===== config.mk =====
export PLATFORM = sky130hd
export DESIGN_NAME = countdown_timer
export DESIGN_NICKNAME = d
export VERILOG_FILES = /design/src/rtl/timer_pkg.sv /design/src/rtl/tick_sync.sv /design/src/rtl/countdown_timer.sv
export SDC_FILE = /design/constraint.sdc
export NUM_CORES = 1
export LEC_CHECK = 0
export BUFFER_PORTS_ARGS = -buffer_cell sky130_fd_sc_hd__buf_2
export CORE_ASPECT_RATIO = 1.2
export CORE_MARGIN = 2
export CORE_UTILIZATION = 55
export CTS_CLUSTER_DIAMETER = 60
export CTS_CLUSTER_SIZE = 10
export DETAILED_ROUTE_END_ITERATION = 8
export GPL_ROUTABILITY_DRIVEN = 0
export PLACE_DENSITY_LB_ADDON = 0.15
export SYNTH_ARGS = -nofsm -noshare
export SYNTH_HDL_FRONTEND = slang
export SYNTH_SLANG_ARGS = --single-unit

===== constraint.sdc =====
create_clock -name clkin -period 3.3 [get_ports clkin]
set_clock_uncertainty 0.2 [all_clocks]
set_input_delay 0.33 -clock clkin [delete_from_list [all_inputs] [get_ports clkin]]
set_output_delay 0.33 -clock clkin [all_outputs]
set_load 0.02 [all_outputs]

===== src/rtl/timer_pkg.sv =====
// Shared types and BCD helpers for the MM:SS countdown timer.
// Pure declarations; no logic, no latency, no flow control.
package timer_pkg;

    typedef enum logic [1:0] {
        IDLE  = 2'd0,
        RUN   = 2'd1,
        PAUSE = 2'd2,
        DONE  = 2'd3
    } state_t;

    localparam logic [3:0]  BCD_NINE  = 4'd9;
    localparam logic [3:0]  BCD_FIVE  = 4'd5;
    localparam logic [15:0] ZERO_TIME = 16'h0000;

    function automatic logic bcd_valid(input logic [7:0] mm, input logic [7:0] ss);
        return (mm[7:4] <= BCD_NINE) && (mm[3:0] <= BCD_NINE) &&
               (ss[7:4] <= BCD_FIVE) && (ss[3:0] <= BCD_NINE);
    endfunction

    // One-second decrement of {mm,ss}; seconds tens wrap to 5, all others to 9.
    function automatic logic [15:0] bcd_dec(input logic [15:0] t);
        logic [3:0] mt, mu, st, su;
        {mt, mu, st, su} = t;
        if (su != 4'd0) begin
            su = su - 4'd1;
        end else begin
            su = BCD_NINE;
            if (st != 4'd0) begin
                st = st - 4'd1;
            end else begin
                st = BCD_FIVE;
                if (mu != 4'd0) begin
                    mu = mu - 4'd1;
                end else begin
                    mu = BCD_NINE;
                    mt = mt - 4'd1;
                end
            end
        end
        return {mt, mu, st, su};
    endfunction

endpackage


===== src/rtl/tick_sync.sv =====
// Synchronizes the divider's slow square wave and flags its rising edges.
// tick_rise is high SYNC_STAGES cycles after tick_in rises; no backpressure.
module tick_sync #(
    parameter int SYNC_STAGES = 2
) (
    input  logic clkin,
    input  logic rstn,
    input  logic tick_in,
    output logic tick_rise
);

    logic [SYNC_STAGES-1:0] sync_q;
    logic                   prev_q;

    always_ff @(posedge clkin) begin
        if (!rstn) begin
            sync_q <= '0;
            prev_q <= 1'b0;
        end else begin
            sync_q <= {sync_q[SYNC_STAGES-2:0], tick_in};
            prev_q <= sync_q[SYNC_STAGES-1];
        end
    end

    assign tick_rise = sync_q[SYNC_STAGES-1] & ~prev_q;

endmodule


===== src/rtl/countdown_timer.sv =====
// MM:SS BCD countdown with load/start/pause; optional alarm blink via TIMER_BLINK_EN.
// Decrement lands SYNC_STAGES+1 cycles after a tick_in rise; no backpressure.
module countdown_timer
    import timer_pkg::*;
#(
    parameter int         SYNC_STAGES = 2,
    parameter logic [7:0] RST_MM      = 8'h01,
    parameter logic [7:0] RST_SS      = 8'h00
) (
    input  logic       clkin,
    input  logic       rstn,
    input  logic       tick_in,
    input  logic       load,
    input  logic [7:0] load_mm,
    input  logic [7:0] load_ss,
    input  logic       start,
    input  logic       pause,
    output logic [7:0] mm,
    output logic [7:0] ss,
    output logic       running,
    output logic       done,
    output logic       expired,
    output logic       load_err
`ifdef TIMER_BLINK_EN
    ,
    output logic       alarm
`endif
);

    logic        tick_rise;
    state_t      state_q, state_d;
    logic [15:0] time_q, time_d;
    logic        running_q, done_q, expired_q, load_err_q;
    logic        expired_d, load_err_d;

    tick_sync #(.SYNC_STAGES(SYNC_STAGES)) u_tick_sync (
        .clkin     (clkin),
        .rstn      (rstn),
        .tick_in   (tick_in),
        .tick_rise (tick_rise)
    );

    // A load outside RUN pre-empts every other control in the same cycle.
    always_comb begin
        state_d    = state_q;
        time_d     = time_q;
        expired_d  = 1'b0;
        load_err_d = 1'b0;
        if (load && (state_q != RUN)) begin
            if (bcd_valid(load_mm, load_ss)) begin
                time_d  = {load_mm, load_ss};
                state_d = IDLE;
            end else begin
                load_err_d = 1'b1;
            end
        end else begin
            case (state_q)
                IDLE: begin
                    if (start && (time_q != ZERO_TIME)) state_d = RUN;
                end
                RUN: begin
                    if (pause) begin
                        state_d = PAUSE;
                    end else if (tick_rise) begin
                        time_d = bcd_dec(time_q);
                        if (time_d == ZERO_TIME) begin
                            state_d   = DONE;
                            expired_d = 1'b1;
                        end
                    end
                end
                PAUSE: begin
                    if (start) state_d = RUN;
                end
                default: state_d = state_q;
            endcase
        end
    end

    always_ff @(posedge clkin) begin
        if (!rstn) begin
            state_q    <= IDLE;
            time_q     <= {RST_MM, RST_SS};
            running_q  <= 1'b0;
            done_q     <= 1'b0;
            expired_q  <= 1'b0;
            load_err_q <= 1'b0;
        end else begin
            state_q    <= state_d;
            time_q     <= time_d;
            running_q  <= (state_d == RUN);
            done_q     <= (state_d == DONE);
            expired_q  <= expired_d;
            load_err_q <= load_err_d;
        end
    end

    assign mm       = time_q[15:8];
    assign ss       = time_q[7:0];
    assign running  = running_q;
    assign done     = done_q;
    assign expired  = expired_q;
    assign load_err = load_err_q;

`ifdef TIMER_BLINK_EN
    logic alarm_q, alarm_d;

    always_comb begin
        alarm_d = 1'b0;
        if (state_d == DONE) begin
            if (state_q != DONE) alarm_d = 1'b1;
            else if (tick_rise)  alarm_d = ~alarm_q;
            else                 alarm_d = alarm_q;
        end
    end

    always_ff @(posedge clkin) begin
        if (!rstn) alarm_q <= 1'b0;
        else       alarm_q <= alarm_d;
    end

    assign alarm = alarm_q;
`endif

endmodule


Word-level counts from Yosys, hierarchy flattened:

Index checks and enable logic that the tools add are counted.

* divide/modulo/power cells: 0
* mux-type cells: 40
* equality and inequality tests: 7
* add/subtract/negate cells: 4
* shift-type cells: 0
* bitwise logic cells: 5
* reductions and logical operators: 16
* multipliers: 0
* $lt $le $gt $ge: 4

Operators by type and width (number)
* $mux 4: 25
* $mux 16: 5
* $logic_not 16->1: 1
* $reduce_bool 16->1: 1
* $sub 4x1->4 const B: 4
* $mux 2: 7
* $le 4x4->1 const B: 3
* $reduce_bool 4->1: 3
* $ne 2x1->1 const B: 3
* $pmux 2 s3: 1
* $logic_and 1x1->1: 5
* $reduce_or 5->1: 1
* $eq 2x1->1 const B: 2
* $eq 2x2->1 const B: 2
* $le 4x3->1 const B: 1
* $not 1->1: 4
* $reduce_and 4->1: 1
* $reduce_bool 2->1: 2
* $logic_not 2->1: 1
* $mux 1: 2
* $reduce_and 2->1: 1
* $and 1x1->1: 1

* bits of input ports: 22
* logic and storage cells: 84
* latch bits: 0
* memories kept: 0
* output and inout port bits: 20
* flip-flop bits (word level): 25
* memory bits (writable): 0
* memory bits (read-only): 0

Longest topological paths before layout:

* depth after elaboration: 15
* mapped depth: 7
* depth with buffers taken out: 6

Hierarchy:

Synthesis repeated with hierarchy kept, for this count alone.

* cells, all modules: 183
* area, all modules: 1451.4 um^2

By module, submodules not included
* countdown_timer: area each 1358.8 um^2, instances 1, cells an instance 176, sequential area each 440.4 um^2
* tick_sync: area each 92.6 um^2, instances 1, cells an instance 7, sequential area each 60.1 um^2

Worst setup path after synthesis:

No wires, ideal clock.

* kind: flip-flop to flip-flop
* start: reg time_q[5]
* end: reg done_q, in the netlist done
* cell stages (with the launch flop): 6
* buffers on the path: 0
* setup slack: 1.176 ns
* data required time: 2.978 ns
* data arrival time: 1.801 ns
* library setup time: 0.122 ns
* period minus slack after synthesis: 2.124 ns
* path through: dfxtp_1 or4_4 nor4_4 a32oi_1 o21bai_1 nor2_1

* longest elaborated chain between the ends: 14
* elaborated cells between the ends (all ways): 30
* those cells by class: add/sub: 1; eq/ne: 1; mux: 24; reduce/logical: 4

RTL lines
* from (decl): line countdown_timer.sv:32 `logic [15:0] time_q, time_d;`
* from (signal assigned): line countdown_timer.sv:83 `time_q <= {RST_MM, RST_SS};`
* from (signal assigned): line countdown_timer.sv:90 `time_q <= time_d;`
* $sub 4x1->4 / $reduce_bool 4->1 (equally long branches): line timer_pkg.sv:30, timer_pkg.sv:29
* $mux 4: line timer_pkg.sv:29 `if (st != 4'd0) begin`
* $mux 4: line timer_pkg.sv:25 `if (su != 4'd0) begin`
* $mux 4: line countdown_timer.sv:64 `end else if (tick_rise) begin`
* $mux 4: line countdown_timer.sv:62 `if (pause) begin`
* $mux 4: line countdown_timer.sv:57 `case (state_q)`
* $mux 4: line countdown_timer.sv:49 `if (load && (state_q != RUN)) begin`
* $logic_not 16->1: line countdown_timer.sv:66 `if (time_d == ZERO_TIME) begin`
* $mux 2: line countdown_timer.sv:66
* $mux 2: line countdown_timer.sv:64
* $mux 2: line countdown_timer.sv:62
* $pmux 2 s3 (*): line countdown_timer.sv:57
* $mux 2 (*): line countdown_timer.sv:49
* $eq 2x2->1 (*): line countdown_timer.sv:92 `done_q <= (state_d == DONE);`
* to (signal assigned): line countdown_timer.sv:92
* to (decl): line countdown_timer.sv:33 `logic running_q, done_q, expired_q, load_err_q;`

Every way passes the cells marked *; elsewhere a longest branch is shown, timed or not. The select of a mux whose other input is x is not followed.
A chain may end at the register's enable or synchronous reset.

Final worst setup path:

* start: reg state_q[1]
* end: reg time_q[12]

* longest elaborated chain between the ends: 4
* elaborated cells between the ends (all ways): 9
* those cells by class: eq/ne: 4; mux: 1; reduce/logical: 4

RTL lines
* from (decl): line countdown_timer.sv:31 `state_t state_q, state_d;`
* from (signal assigned): line countdown_timer.sv:89 `state_q <= state_d;`
* $ne 2x1->1: line countdown_timer.sv:49
* $logic_and 1x1->1: line countdown_timer.sv:49
* $ne 2x1->1 (no line) / $reduce_bool 2->1 (equally long branches)
* $reduce_and 4->1 (no line)

Several ways; a longest one is shown, not always the timed one.

==> results.py <==
metrics = {
    "drt": {
        "detailed_route_via_count": 1514,
        "wl_met3_um": 200,
        "drt-wirelength-per-cell_um": 14.7,
        "wl_met1_um": 1640,
        "highest_routing_layer_actually_used": "met4",
        "drt-pass1-iter-count": 4,
        "postRouteAntennaNets": 0,
        "vias_per_cell": 5.98,
        "first_iter_violations": 71,
        "route.detailed.drc": 0,
        "detailroute.wirelength.met2_um": 1840,
        "aggregate_routed_wire_length_um": 3720,
    },
    "timing": {
        "timing.final.hold_violations": 0,
        "final_critical_path_setup_slack_ps": 750,
        "timing_worst_slew_pin_value_ps": 1040,
        "timing.max_slew.rel_slack_pct": 30.7,
        "period_minus_slack_ps": 2550,
        "setup_total_negative_slack_ps": 0,
        "rsz0062_at_grt": "no",
        "setup_viols_final": 0,
        "max_freq_ghz": 0.392,
        "ratio_of_final_minimum_period_to_clock_period_pct": 77.3,
        "drv_slew": 0,
    },
    "floorplan": {
        "core_sq_mm": 0.00255,
        "fp.dieH_um": 60.9,
        "boundaryPins": 42,
        "die_x_um": 51.4,
        "start_util_pct": 58.0,
        "die_footprint_sq_mm": 0.00313,
        "fp-row-count": 20,
    },
    "setup_path": {
        "r2r_start": "state_q[1]",
        "setup.worst_path.end_class": "register",
        "critical_path_arrival_ps": 2580,
        "cp-start-kind": "register",
        "worst-endpoint-required_ps": 3330,
        "worstRegToRegCells": 5,
        "crit_path_start": "state_q[1]",
        "path_class": "register to register",
        "critical_path_peak_fanout": 18,
    },
    "synth": {
        "dominantRegCellSynth": "sky130_fd_sc_hd__dfxtp_1",
        "synthDistinctLibCells": 51,
        "syn-instance-count": 186,
        "synth_fp_nets": 210,
        "asyncSetResetFlopFracSynth_pct": 0,
        "synthesis.area_sq_mm": 0.00148,
        "synth_enable_flop_cells": 0,
        "postSynthRegisterBits": 25,
        "postSynthAreaPerCell_sq_um": 7.96,
        "synth_warnings": 0,
        "yosysSeqAreaShare_pct": 33.8,
    },
    "pwr": {
        "largest_vdd_supply_drop_uv": 219,
        "p_leak_nw": 0.741,
        "power_density_mw_per_mm2": 352,
    },
    "cts": {
        "ctsHtreeMaxLevel": 1,
        "tritoncts.num_buffers": 3,
        "clock_tree.root_cell": "sky130_fd_sc_hd__clkbuf_4",
        "clk_path_buf_depth": 2,
        "tritoncts": "yes",
        "cts_num_sinks": 25,
        "clock_insertion_delay_worst_skew_ps": 320,
        "post-cts-setup-buffer-count": 0,
        "worst_setup_hold_path_clk_slew_ps": 140,
    },
    "placement": {
        "placement.cell_area_sq_mm": 0.00168,
        "port-buffer-count": 41,
        "post-place-ws_ps": 858,
        "dpl.hpwl_um": 2650,
        "dp_cells": 248,
    },
    "final_layout": {
        "syn2layout_area_growth_pct": 16.1,
        "antenna_cells_inserted": 0,
        "final_layout_size_suffix_gt1_share_pct": 26.4,
        "final_instance_count_without_filler_cells": 253,
        "postLayoutCellArea_sq_mm": 0.00172,
        "fin_nets": 245,
    },
    "worst_hold_path": {
        "hold_path_class": "primary input to register",
        "hold_path_startpoint": "load_ss[5]",
        "whs_path_depth": 3,
    },
    "grt": {
        "grt_max_degree": 29,
        "grt_first_pass_wirelength_um": 6020,
        "antenna_violations_before_repair": 0,
        "number_of_global_route_vias_before_repair": 1329,
        "grt_usage_pct": 25.1,
        "gr-total-overflow": 0,
    },
    "outcome": {
        "outcome": "completed",
    },
    "flow_run": {
        "max-cap-violations": 0,
    },
}
==> critical path: stages, from the launching register on <==
cell                       delay [ps]
sky130_fd_sc_hd__dfxtp_1          410
sky130_fd_sc_hd__nand2b_1         260
sky130_fd_sc_hd__nand2_1          400
sky130_fd_sc_hd__o32ai_2          690
sky130_fd_sc_hd__o21ai_0          240
sky130_fd_sc_hd__a32o_1           260
==> synthesized netlist by cell type, types with 4 or more instances <==
library cell,instances,area share [%]
sky130_fd_sc_hd__dfxtp_1,25,34
sky130_fd_sc_hd__nor2_1,15,3.8
sky130_fd_sc_hd__o21ai_0,15,5.1
sky130_fd_sc_hd__o211ai_1,4,2.0
sky130_fd_sc_hd__nand4_1,4,1.7
sky130_fd_sc_hd__clkbuf_1,9,2.3
sky130_fd_sc_hd__nor2b_1,4,1.7
sky130_fd_sc_hd__nor3_1,5,1.7
sky130_fd_sc_hd__nand2_1,20,5.1
sky130_fd_sc_hd__a21oi_1,12,4.1
sky130_fd_sc_hd__inv_1,4,1.0
sky130_fd_sc_hd__and2_1,5,2.1
==> repair_timing <==
action                    4_1_cts  5_1_grt
hold buffers                    1        0
resized for setup               0        0
hold endpoints to repair        1        0
==> through the flow <==
stage	utilization, %	total power [mW]	hold slack [ps]
final	67.4	0.605	104
after global routing	67.4	0.629	122
after CTS	67.4	0.606	106
after detailed placement	65.9	0.469	226
after global placement	65.9	0.466	228
after floorplan	-	0.429	212
==> state kept, by name, indices dropped and copies added (netlist names) <==
signal,count
time_q,16
state_q,2
u_tick_sync.sync_q,2
done,1
expired,1
load_err,1
running,1
u_tick_sync.prev_q,1
==> logic make-up after synthesis <==
family,after synthesis,share of synthesized area (%)
AND/OR/NAND/NOR,75,27.9
AO/OA/AOI/OAI,65,30.9
flip-flops,25,33.8
buffers and inverters,17,4.56
XOR/XNOR,2,1.18
adder cells (fa/ha/maj),2,1.69
==> metal layers <==
metal	GRT usage, %	up-vias
met5	0	-
met4	10.9	0
li1	-	756
met2	42.7	48
met1	32.3	706
met3	2.71	4
==> final cells by class <==
class	instances	area (sq um)
Clock inverter	1	5.00
Timing Repair Buffer	43	223
Inverter	4	15.0
Clock buffer	3	22.5
Sequential cell	25	500
Multi-Input combinational cell	144	913
Fill cell	234	832
Tap cell	33	41.3
==> placed cells by master (no fill, tap or decap), types with 4 or more instances in the layout <==
cell,netlist,routed
sky130_fd_sc_hd__a21oi_1,12,12
sky130_fd_sc_hd__and2_1,5,5
sky130_fd_sc_hd__buf_2,3,41
sky130_fd_sc_hd__dfxtp_1,25,25
sky130_fd_sc_hd__inv_1,4,4
sky130_fd_sc_hd__nand2_1,20,20
sky130_fd_sc_hd__nand4_1,4,4
sky130_fd_sc_hd__nor2_1,15,15
sky130_fd_sc_hd__nor2b_1,4,4
sky130_fd_sc_hd__nor3_1,5,5
sky130_fd_sc_hd__o211ai_1,4,4
sky130_fd_sc_hd__o21ai_0,15,15
==> worst paths after layout <==
kind                                end  slack [ps]
hold reg to reg   u_tick_sync.sync_q[1]         260
setup / recovery             time_q[12]         750
setup reg to reg             time_q[12]         750
hold / removal                time_q[5]         100
==> power breakdown <==
| group | internal, mW | switching, mW |
|---|---|---|
| Combinational | 0.0562 | 0.0849 |
| Clock | 0.0454 | 0.0940 |
| Sequential | 0.312 | 0.0121 |
| Total | 0.414 | 0.191 |
Note: power is estimated with default switching activity, not from simulation.
